$ cat config.mk
export PLATFORM = sky130hd
export DESIGN_NAME = single_driver_arbiter_flat
export DESIGN_NICKNAME = d
export VERILOG_FILES = /design/src/rtl/single_driver_arbiter_if.sv /design/src/rtl/single_driver_arbiter.sv /design/src/flat_wrapper.sv
export SDC_FILE = /design/constraint.sdc
export NUM_CORES = 1
export LEC_CHECK = 0
export ABC_AREA = 1
export BUFFER_PORTS_ARGS = -buffer_cell sky130_fd_sc_hd__buf_2
export CORE_ASPECT_RATIO = 0.8
export CORE_UTILIZATION = 45
export CTS_CLUSTER_SIZE = 28
export DETAILED_ROUTE_END_ITERATION = 8
export RECOVER_POWER = 100
export REMOVE_ABC_BUFFERS = 1
export SETUP_SLACK_MARGIN = 0.15
export SYNTH_ARGS = -nofsm -noshare
export SYNTH_HDL_FRONTEND = slang
export SYNTH_SLANG_ARGS = --single-unit
$ cat constraint.sdc
create_clock -name clk -period 2.45 [get_ports clk]
set_clock_uncertainty 0.05 [all_clocks]
set_input_delay 0.1225 -clock clk [delete_from_list [all_inputs] [get_ports clk]]
set_output_delay 0.1225 -clock clk [all_outputs]
set_load 0.1 [all_outputs]
$ cat src/rtl/single_driver_arbiter_if.sv
// Handshake bundle for the two-source arbiter: A/B valid-ready sources in,
// registered merged output z out.
interface single_driver_arbiter_if #(
    parameter int WIDTH = 1
);
    logic             a_valid;
    logic [WIDTH-1:0] a_data;
    logic             a_ready;
    logic             b_valid;
    logic [WIDTH-1:0] b_data;
    logic             b_ready;
    logic [WIDTH-1:0] z;
    logic             z_valid;
    logic             z_src;

    modport master (
        output a_valid, a_data, b_valid, b_data,
        input  a_ready, b_ready, z, z_valid, z_src
    );

    modport slave (
        input  a_valid, a_data, b_valid, b_data,
        output a_ready, b_ready, z, z_valid, z_src
    );
endinterface

$ cat src/rtl/single_driver_arbiter.sv
// Round-robin merge of two valid/ready sources onto one registered output,
// with a windowed toggle counter that flags an oscillating output.
module single_driver_arbiter #(
    parameter int WIDTH      = 1,
    parameter int HOLD_MAX   = 15,
    parameter int OSC_WINDOW = 8,
    parameter int OSC_LIMIT  = 6
) (
    input  logic                    clk,
    input  logic                    rst_n,
    single_driver_arbiter_if.slave  bus,
    output logic                    conflict,
    output logic                    osc_flag,
    input  logic                    osc_clear
);
    typedef enum logic [1:0] {IDLE, GRANT_A, GRANT_B} state_t;

    localparam int HW = (HOLD_MAX > 1) ? $clog2(HOLD_MAX) : 1;
    localparam int WW = $clog2(OSC_WINDOW);
    localparam int TW = $clog2(OSC_WINDOW + 1);
    localparam logic [HW-1:0] HOLD_LAST = HW'(HOLD_MAX - 1);
    localparam logic [WW-1:0] WIN_LAST  = WW'(OSC_WINDOW - 1);
    localparam logic [TW-1:0] TOG_LIM   = TW'(OSC_LIMIT);

    state_t           state_q, state_d;
    logic             last_b_q, last_b_d;
    logic [HW-1:0]    hold_q, hold_d;
    logic [WIDTH-1:0] z_q, z_d;
    logic             z_valid_q, z_valid_d;
    logic             z_src_q, z_src_d;
    logic             conflict_q, conflict_d;
    logic             osc_q, osc_d;
    logic [WW-1:0]    win_q, win_d;
    logic [TW-1:0]    tog_q, tog_d;
    logic             xfer_a, xfer_b;

    // Grant FSM: hold_q counts transfers already made in the current grant.
    always_comb begin
        state_d  = state_q;
        last_b_d = last_b_q;
        hold_d   = hold_q;
        xfer_a   = 1'b0;
        xfer_b   = 1'b0;
        case (state_q)
            IDLE: begin
                hold_d = '0;
                if (bus.a_valid && bus.b_valid) state_d = last_b_q ? GRANT_A : GRANT_B;
                else if (bus.a_valid)           state_d = GRANT_A;
                else if (bus.b_valid)           state_d = GRANT_B;
            end
            GRANT_A: begin
                if (!bus.a_valid) begin
                    last_b_d = 1'b0;
                    hold_d   = '0;
                    state_d  = bus.b_valid ? GRANT_B : IDLE;
                end else begin
                    xfer_a = 1'b1;
                    if (hold_q == HOLD_LAST) begin
                        hold_d = '0;
                        if (bus.b_valid) begin
                            state_d  = GRANT_B;
                            last_b_d = 1'b0;
                        end
                    end else begin
                        hold_d = hold_q + 1'b1;
                    end
                end
            end
            GRANT_B: begin
                if (!bus.b_valid) begin
                    last_b_d = 1'b1;
                    hold_d   = '0;
                    state_d  = bus.a_valid ? GRANT_A : IDLE;
                end else begin
                    xfer_b = 1'b1;
                    if (hold_q == HOLD_LAST) begin
                        hold_d = '0;
                        if (bus.a_valid) begin
                            state_d  = GRANT_A;
                            last_b_d = 1'b1;
                        end
                    end else begin
                        hold_d = hold_q + 1'b1;
                    end
                end
            end
            default: begin
                state_d = IDLE;
                hold_d  = '0;
            end
        endcase
    end

    // Output register and oscillation monitor.
    always_comb begin
        z_d        = z_q;
        z_src_d    = z_src_q;
        z_valid_d  = xfer_a | xfer_b;
        if (xfer_a) begin
            z_d     = bus.a_data;
            z_src_d = 1'b0;
        end else if (xfer_b) begin
            z_d     = bus.b_data;
            z_src_d = 1'b1;
        end
        conflict_d = bus.a_valid & bus.b_valid & (bus.a_data != bus.b_data);

        win_d = (win_q == WIN_LAST) ? '0 : win_q + 1'b1;
        tog_d = ((win_q == WIN_LAST) ? '0 : tog_q) + TW'(z_d != z_q);
        osc_d = osc_q | (tog_d >= TOG_LIM);
        if (osc_clear) begin
            win_d = '0;
            tog_d = '0;
            osc_d = 1'b0;
        end
    end

    always_ff @(posedge clk or negedge rst_n) begin
        if (!rst_n) begin
            state_q    <= IDLE;
            last_b_q   <= 1'b1;
            hold_q     <= '0;
            z_q        <= '0;
            z_valid_q  <= 1'b0;
            z_src_q    <= 1'b0;
            conflict_q <= 1'b0;
            osc_q      <= 1'b0;
            win_q      <= '0;
            tog_q      <= '0;
        end else begin
            state_q    <= state_d;
            last_b_q   <= last_b_d;
            hold_q     <= hold_d;
            z_q        <= z_d;
            z_valid_q  <= z_valid_d;
            z_src_q    <= z_src_d;
            conflict_q <= conflict_d;
            osc_q      <= osc_d;
            win_q      <= win_d;
            tog_q      <= tog_d;
        end
    end

    assign bus.a_ready = (state_q == GRANT_A);
    assign bus.b_ready = (state_q == GRANT_B);
    assign bus.z       = z_q;
    assign bus.z_valid = z_valid_q;
    assign bus.z_src   = z_src_q;
    assign conflict    = conflict_q;
    assign osc_flag    = osc_q;
endmodule

$ cat src/flat_wrapper.sv
// flat-port wrapper written by rule: the top's interface ports become plain ports
module single_driver_arbiter_flat 
#(
    parameter int WIDTH      = 1,
    parameter int HOLD_MAX   = 15,
    parameter int OSC_WINDOW = 8,
    parameter int OSC_LIMIT  = 6
)
  (clk, rst_n, conflict, osc_flag, osc_clear, bus_a_valid, bus_a_data, bus_b_valid, bus_b_data, bus_a_ready, bus_b_ready, bus_z, bus_z_valid, bus_z_src);
  single_driver_arbiter_if #(.WIDTH(WIDTH)) bus_i ();
  input  logic clk;
  input  logic rst_n;
  output logic conflict;
  output logic osc_flag;
  input  logic osc_clear;
  input wire logic [$bits(bus_i.a_valid)-1:0] bus_a_valid;
  input wire logic [$bits(bus_i.a_data)-1:0] bus_a_data;
  input wire logic [$bits(bus_i.b_valid)-1:0] bus_b_valid;
  input wire logic [$bits(bus_i.b_data)-1:0] bus_b_data;
  output wire logic [$bits(bus_i.a_ready)-1:0] bus_a_ready;
  output wire logic [$bits(bus_i.b_ready)-1:0] bus_b_ready;
  output wire logic [$bits(bus_i.z)-1:0] bus_z;
  output wire logic [$bits(bus_i.z_valid)-1:0] bus_z_valid;
  output wire logic [$bits(bus_i.z_src)-1:0] bus_z_src;
  assign bus_i.a_valid = bus_a_valid;
  assign bus_i.a_data = bus_a_data;
  assign bus_i.b_valid = bus_b_valid;
  assign bus_i.b_data = bus_b_data;
  assign bus_a_ready = bus_i.a_ready;
  assign bus_b_ready = bus_i.b_ready;
  assign bus_z = bus_i.z;
  assign bus_z_valid = bus_i.z_valid;
  assign bus_z_src = bus_i.z_src;
  single_driver_arbiter #(.WIDTH(WIDTH), .HOLD_MAX(HOLD_MAX), .OSC_WINDOW(OSC_WINDOW), .OSC_LIMIT(OSC_LIMIT)) u_core (.clk(clk), .rst_n(rst_n), .bus(bus_i), .conflict(conflict), .osc_flag(osc_flag), .osc_clear(osc_clear));
endmodule
==> impl_metrics.toml, run 1 <==
[timing]
fin_crit_ns = 2.14
max_clock_freq_ghz = 0.468
post-route-period-util = 0.872
maxSlewViolCount = 0
final-setup-viol-count = 0
hold_viol_final = 0
tightest_slew_ns = 1.16
rsz0062_at_grt = "false"
slew_headroom = 0.228

[worst_hold_path]
hold_end = "u_core.conflict$_DFF_PN0_"
min_path_cells = 3
min_path_type = "input port to flip-flop"
hp-start = "bus_b_data"

[synthesis]
synth_cell_types = 18
syn_area_um2 = 1030
ys_ff_latch = 19
ys_warn_count = 0
yosysSeqAreaShare = 0.461
syn_area_per_cell_um2 = 8.15
postSynthCellCount = 127

[final_layout]
seqCellArea_um2 = 477
final_common_cell = "nand2_1"
fin_util = 0.541
fill_cells = 205
nets = 165
area_growth_pct = 12.9
multi_input_area_um2 = 472
layout_common_cells = "34 x nand2_1, 20 x inv_1, 18 x nor2_1, 18 x dfrtp_1, 11 x nand3_1"
drive_gt1_frac = 0.0952
diodes = 0
final_cell_area_um2 = 1170
finalNonFillerCells = 172

[worst_setup_path]
crit_required_ns = 2.59
critical_path_class = "flip-flop to flip-flop"
rr_worst_depth = 14
cp_max_fo = 5
worstSetupEndpointType = "flip-flop"
arrival_ns = 2.28
crit_path_start = "u_core.state_q[0]$_DFFE_PN0P_"
worstReg2RegEnd = "u_core.osc_flag$_DFF_PN0_"
ff2ff_setup_slack_ns = 0.31
start_kind = "flip-flop"
reg2reg_from = "u_core.state_q[0]$_DFFE_PN0P_"

[floorplan]
rows = 15
chipHeight_um = 44.9
design.core.area_um2 = 2160
dieArea_um2 = 2500
start_util = 0.479
die_w_um = 55.6
io_pins = 14

[power]
p_int_mw = 0.617
power.switching_mw = 0.681
swShare = 0.525
p_leak_nw = 0.652
irDropWorstVdd_mv = 1.01
pwr_density_cell_nw_per_um2 = 1110
seqPwrFrac = 0.337
clockPowerShare = 0.118
combPwrFrac = 0.545

[drt]
via_count = 809
drt_iter0_markers = 14
wl_per_cell_um = 9.99
antenna_left = 0
drcViolationCount = 0
drt-total-wl_mm = 1.72
first_pass_iters = 4
vias_per_cell = 4.70

[job]
maxCapViolCount = 0

[clocking]
clk_latency_ns = 0.29
cts_tree = "built"
cts_buffers = 3
cts_max_level = 1
cts.clk_slew.worst_paths_ns = 0.10
clock-sinks = 19
cts_root_buffer = "clkbuf_4"
clock_path_buffers = 2

[global_route]
grt_overflow = 0
grt_max_degree = 20
grt_pass1_vias = 653
grt_antenna_before_repair = 0
grt_pass1_wl_mm = 2.76
grt.total_usage = 0.147

[placement]
placed_cells = 165
hpwl_mm = 1.33
gp_congestion = 0.939
io_buffers = 13
placed_area_um2 = 1130

[run_status]
outcome = "finished clean"
## worst max-delay path by stage
stage / to / slack (ns) / cells past startpoint
2_1_floorplan: u_core.osc_flag$_DFF_PN0_ / -0.34 / 14
4_1_cts: u_core.osc_flag$_DFF_PN0_ / 0.24 / 12
3_5_place_dp: u_core.osc_flag$_DFF_PN0_ / 0.27 / 14
3_3_place_gp: u_core.osc_flag$_DFF_PN0_ / 0.31 / 12
5_1_grt: u_core.osc_flag$_DFF_PN0_ / 0.13 / 16
6_report: u_core.osc_flag$_DFF_PN0_ / 0.31 / 14
## worst max-delay path: stages, from the launching register on
cell and delay, ns:
dfrtp_1 0.44, inv_1 0.09, ha_1 0.26, nand2_1 0.12
nand2_1 0.06, nand3_1 0.08, nand2_1 0.07, nand2_1 0.06
nand2_1 0.05, ha_1 0.23, ha_1 0.30, nand3_1 0.09
nand2_1 0.05, nand2_1 0.05, nand2_1 0.04
## state kept, by name, indices dropped and copies added (netlist names)
| register | flops |
|---|---|
| u_core.tog_q | 4 |
| u_core.bus.z_valid | 1 |
| u_core.state_q | 2 |
| u_core.hold_q | 4 |
| u_core.conflict | 1 |
| u_core.osc_flag | 1 |
| u_core.last_b_q | 1 |
| u_core.win_q | 3 |
| u_core.bus.z | 1 |
| u_core.bus.z_src | 1 |
## routing by layer
layer	up-vias	GRT usage	part of all wire
met5	-	0	0
met4	0	0.0300	0.0023
met3	2	0.0630	0.049
met2	19	0.229	0.44
met1	357	0.193	0.51
li1	431	-	-
## cell families (layout without fill, tap and decap cells)
group | count (synthesis) | after routing | synth area share
flops | 19 | 19 | 0.461
buf+inv | 21 | 41 | 0.0762
xor+xnor | 3 | 3 | 0.0254
simple gates | 71 | 71 | 0.300
compound gates | 3 | 3 | 0.0169
fa+ha+maj | 10 | 10 | 0.121
## synthesized netlist by cell type
library cell	number	area share
o21ai_1	1	0.0048
dfstp_2	1	0.025
xnor2_1	2	0.017
o21ai_0	1	0.0048
dfrtp_1	18	0.44
nand4_1	2	0.012
inv_1	21	0.076
nand3_1	11	0.053
nand2_2	4	0.024
ha_1	10	0.12
nor2_2	1	0.0060
nand2_1	31	0.11
o21a_1	1	0.0073
or2_1	1	0.0060
nor3_1	2	0.0097
nor2_1	17	0.062
xor2_1	1	0.0085
nand3b_1	2	0.015
## cell type report
cell class	count	share of cell area
flip-flops and latches	19	0.408
clock buffers	3	0.0193
multi-input cells	87	0.404
well taps	25	0.0268
repair buffers	16	0.0707
clock inverters	1	0.00428
inverters	21	0.0675
## power by group through the flow
stage	Clock [mW]	Combinational (mW)	Sequential, mW
floorplan	0	0.413	0.618
detailed placement	0	0.712	0.444
CTS	0.161	0.717	0.437
finish	0.153	0.708	0.437
global route	0.172	0.769	0.445
global placement	0	0.708	0.443
## what timing repair did
item | in CTS | in global routing
endpoints found under the setup margin | 0 | 1
endpoints found under the hold margin | 22 | 0
buffers inserted | 0 | 1
hold buffers | 2 | 0
gates resized for setup | 0 | 2
## metrics by stage
stage / worst slack, ns / total power, mW / hold slack, ns / setup TNS, ns
2_1_floorplan: -0.340 / 1.03 / -0.223 / -0.876
3_3_place_gp: 0.310 / 1.15 / 0.0370 / 0
3_5_place_dp: 0.271 / 1.16 / 0.0276 / 0
4_1_cts: 0.241 / 1.32 / 0.0544 / 0
5_1_grt: 0.134 / 1.39 / 0.0608 / 0
6_report: 0.314 / 1.30 / 0.0620 / 0
No activity file was read; power rests on OpenSTA's default activity.
==> inputs of run 2 (changes only) <==
- PLACE_DENSITY: unset -> 0.62
- RECOVER_POWER: 100 -> 25
==> impl_metrics.toml, run 2 (synthesized netlist as in run 1, its figures left out) <==
[run_status]
outcome = "finished clean"

[final_layout]
diodes = 0
multi_input_area_um2 = 482
layout_common_cells = "31 x nand2_1, 20 x inv_1, 17 x nor2_1, 17 x dfrtp_1"
seqCellArea_um2 = 478
drive_gt1_frac = 0.170
fill_cells = 190
nets = 165
reg.largest.list = "u_core.hold_q (4), u_core.tog_q (4), u_core.win_q (3)"
final_common_cell = "nand2_1"
area_growth_pct = 14.4
final_cell_area_um2 = 1180

[timing]
max_clock_freq_ghz = 0.476
tightest_slew_ns = 1.00
fin_crit_ns = 2.10
tns_ns = 0
maxSlewViolCount = 0
final-setup-viol-count = 0
post-route-period-util = 0.857
slew_headroom = 0.332
hold_viol_final = 0
rsz0062_at_grt = "false"

[worst_setup_path]
crit_required_ns = 2.60
rr_worst_depth = 14
crit_path_start = "u_core.state_q[1]$_DFFE_PN0P_"
worstSetupEndpointType = "flip-flop"
cp_max_fo = 6
arrival_ns = 2.25
start_kind = "flip-flop"
ff2ff_setup_slack_ns = 0.35
critical_path_class = "flip-flop to flip-flop"
reg2reg_from = "u_core.state_q[1]$_DFFE_PN0P_"
crit_path_end = "u_core.osc_flag$_DFF_PN0_"
worstReg2RegEnd = "u_core.osc_flag$_DFF_PN0_"

[clocking]
cts_root_buffer = "clkbuf_4"
cts_max_level = 1
clk_latency_ns = 0.30
cts_tree = "built"
clock_path_buffers = 2
clock-sinks = 19
cts_buffers = 3
cts.clk_slew.worst_paths_ns = 0.11

[global_route]
grt.total_usage = 0.160
grt_pass1_wl_mm = 3.04
grt_max_degree = 20
grt_overflow = 0
grt_pass1_vias = 701
grt_antenna_before_repair = 0

[placement]
io_buffers = 13
gp_congestion = 0.890
hpwl_mm = 1.40
placed_area_um2 = 1130

[drt]
wl_per_cell_um = 10.6
vias_per_cell = 4.73
drt_iter0_markers = 33
via_count = 814
antenna_left = 0
drcViolationCount = 0
first_pass_iters = 4
drt-total-wl_mm = 1.82

[worst_hold_path]
min_path_type = "input port to flip-flop"

[floorplan]
design.core.area_um2 = 2160
io_pins = 14
start_util = 0.479
die_w_um = 55.6
chipHeight_um = 44.9
dieArea_um2 = 2500
rows = 15

[power]
pwr_density_cell_nw_per_um2 = 1130
p_leak_nw = 0.671
irDropWorstVdd_mv = 0.602

[job]
maxCapViolCount = 0
-- run 2: where the power goes --
group	switching [mW]	total, mW	internal (mW)
clock network	0.0948	0.158	0.0633
logic	0.543	0.734	0.192
registers	0.0537	0.442	0.389
total	0.691	1.33	0.644
-- run 2: area by class of cell --
cell class,count,area share
multi-input combinational,87,0.407
sequential,19,0.404
timing repair buffer,16,0.0740
inverter,21,0.0666
tap,25,0.0264
clock buffer,4,0.0222
-- run 2: through the flow --
step                utilization  power (mW)  setup slack (ns)  cells  hold slack (ns)
floorplan                     -        1.03            -0.340    127           -0.223
global placement          0.524        1.15             0.320    165           0.0324
detailed placement        0.524        1.15             0.318    165           0.0360
CTS                       0.541        1.32             0.296    170         0.000388
global route              0.548        1.43             0.150    172          0.00327
finish                    0.548        1.33             0.350    172          0.00619
-- run 2: what timing repair did --
action	4_1_cts	5_1_grt
buffers inserted	0	2
setup endpoints to repair	0	1
hold endpoints to repair	18	0
hold buffers	1	0
gates resized for setup	0	3
-- run 2: worst max-delay path, cell delays in order, from the launching register on --
cell and delay (ns):
dfrtp_1 0.45, inv_2 0.09, ha_2 0.19, nand2_2 0.10, or2_1 0.24, nand2_1 0.09
nand2_1 0.05, nand2_1 0.06, ha_1 0.18, ha_1 0.18, nand3_1 0.10, nand3_1 0.10
nand2_1 0.05, nand2_1 0.05, nand2_1 0.04
-- run 2: how the worst min path moves through the flow --
stage / slack, ns / to / start / cells past startpoint
final: 0.006 / u_core.tog_q[1]$_DFF_PN0_ / osc_clear / 2
after global routing: 0.003 / u_core.win_q[2]$_DFF_PN0_ / osc_clear / 2
after CTS: 0.0004 / u_core.tog_q[1]$_DFF_PN0_ / osc_clear / 2
after detailed placement: 0.04 / u_core.bus.z$_DFF_PN0_ / rst_n / 1
after global placement: 0.03 / u_core.conflict$_DFF_PN0_ / rst_n / 1
after floorplan: -0.22 / u_core.bus.z$_DFF_PN0_ / rst_n / 0
-- run 2: routing by layer --
layer  wire, um  global-route usage  up-vias  part of all wire
met1        899               0.225      356              0.49
li1           -                   -      434                 -
met2        794               0.236       22              0.44
met5          0                   0        -                 0
met4         15              0.0450        0            0.0083
met3        109              0.0544        2             0.060
==> inputs of run 3 (changes only) <==
- HOLD_SLACK_MARGIN: unset -> 0.08
==> impl_metrics.toml, run 3 (synthesized netlist as in run 1, its figures left out) <==
[final_layout]
final_common_cell = "nand2_1"
diodes = 0
layout_common_cells = "31 x nand2_1, 20 x inv_1, 17 x nor2_1, 17 x dfrtp_1, 12 x buf_2"
drive_gt1_frac = 0.173
area_growth_pct = 17.4
final_cell_area_um2 = 1210
fill_cells = 185
reg.largest.list = "u_core.hold_q (4), u_core.tog_q (4), u_core.win_q (3)"
nets = 168

[global_route]
grt_antenna_before_repair = 0
grt_pass1_wl_mm = 3.08
grt_overflow = 0
grt_pass1_vias = 716
grt_max_degree = 20
grt.total_usage = 0.162

[job]
maxCapViolCount = 0

[timing]
slew_headroom = 0.334
post-route-period-util = 0.857
maxSlewViolCount = 0
final-setup-viol-count = 0
tightest_slew_ns = 0.999
rsz0062_at_grt = "false"
hold_viol_final = 0
fin_crit_ns = 2.10
max_clock_freq_ghz = 0.476

[power]
irDropWorstVdd_mv = 0.602
power.switching_mw = 0.692
p_int_mw = 0.647
pwr_density_cell_nw_per_um2 = 1100
clockPowerShare = 0.118
p_leak_nw = 0.686
combPwrFrac = 0.552
fin_total_pwr_mw = 1.34
swShare = 0.517
seqPwrFrac = 0.330

[worst_setup_path]
crit_required_ns = 2.60
arrival_ns = 2.25
start_kind = "flip-flop"
cp_max_fo = 6
critical_path_class = "flip-flop to flip-flop"
worstSetupEndpointType = "flip-flop"

[drt]
drt_iter0_markers = 33
via_count = 840
drt-total-wl_mm = 1.84
vias_per_cell = 4.80
drcViolationCount = 0
wl_per_cell_um = 10.5
first_pass_iters = 4
antenna_left = 0

[floorplan]
dieArea_um2 = 2500
die_w_um = 55.6
start_util = 0.479
design.core.area_um2 = 2160
rows = 15
io_pins = 14
chipHeight_um = 44.9

[placement]
io_buffers = 13
placed_area_um2 = 1130
hpwl_mm = 1.40
gp_congestion = 0.890

[run_status]
outcome = "finished clean"

[clocking]
clock_path_buffers = 2
cts.clk_slew.worst_paths_ns = 0.11
cts_buffers = 3
clock-sinks = 19
cts_tree = "built"
clk_latency_ns = 0.30
cts_max_level = 1
cts_root_buffer = "clkbuf_4"

[worst_hold_path]
min_path_type = "input port to flip-flop"
-- run 3: cell types whose count changed in the layout (fill, tap and decap cells not counted), sizes merged --
cell	previous run	this run
clkbuf	6	5
buf	13	14
dlygate4sd3	1	4
-- run 3: per-stage QoR --
stage                     setup WS, ns  TNS, ns  hold WS [ns]  std cells  utilization
after floorplan                 -0.340   -0.876        -0.223        127            -
after global placement           0.320        0        0.0324        165        0.524
after detailed placement         0.318        0        0.0360        165        0.524
after CTS                        0.296        0        0.0901        173        0.555
after global routing             0.154        0         0.104        175        0.563
final                            0.350        0         0.111        175        0.563
-- run 3: final cells by class --
cell class / instances / area, um2 / share of cell area
inverters: 21 / 78.8 / 0.0649
well taps: 25 / 31.3 / 0.0257
multi-input cells: 87 / 482 / 0.396
repair buffers: 19 / 119 / 0.0978
flip-flops and latches: 19 / 478 / 0.393
clock buffers: 4 / 26.3 / 0.0216
-- run 3: repair_timing --
item	in CTS	in global routing
hold buffers	4	0
setup endpoints to repair	0	1
gates resized for setup	0	3
endpoints found under the hold margin	26	0
setup buffers	0	2
-- run 3: power groups by stage --
stage / Clock [mW] / Sequential, mW / Combinational (mW)
4_1_cts: 0.167 / 0.442 / 0.717
6_report: 0.158 / 0.443 / 0.739
3_5_place_dp: 0 / 0.448 / 0.706
2_1_floorplan: 0 / 0.618 / 0.413
5_1_grt: 0.178 / 0.450 / 0.807
3_3_place_gp: 0 / 0.444 / 0.709
-- run 3: final timing paths --
kind | startpoint | slack [ns] | endpoint | cells past startpoint
max | u_core.state_q[1]$_DFFE_PN0P_ | 0.35 | u_core.osc_flag$_DFF_PN0_ | 14
min | bus_b_valid | 0.11 | u_core.bus.z_valid$_DFF_PN0_ | 3
max reg2reg | u_core.state_q[1]$_DFFE_PN0P_ | 0.35 | u_core.osc_flag$_DFF_PN0_ | 14
min reg2reg | u_core.win_q[0]$_DFF_PN0_ | 0.39 | u_core.win_q[0]$_DFF_PN0_ | 1
max in group asynchronous | rst_n | 1.23 | u_core.state_q[0]$_DFFE_PN0P_ | 2
min in group asynchronous | rst_n | 0.44 | u_core.conflict$_DFF_PN0_ | 2
-- run 3: worst max-delay path, cell delays in order, from the launching register on --
cell	delay, ns
dfrtp_1	0.45
inv_2	0.09
ha_2	0.19
nand2_2	0.10
or2_1	0.24
nand2_1	0.09
nand2_1	0.05
nand2_1	0.06
ha_1	0.18
ha_1	0.18
nand3_1	0.10
nand3_1	0.10
nand2_1	0.05
nand2_1	0.05
nand2_1	0.04
-- run 3: layer usage --
metal  vias to the layer above  GRT usage  wire, um
met5                         -          0         0
met4                         0     0.0450        15
met3                         2     0.0516       114
met2                        25      0.241       810
met1                       373      0.229       904
li1                        440          -         -
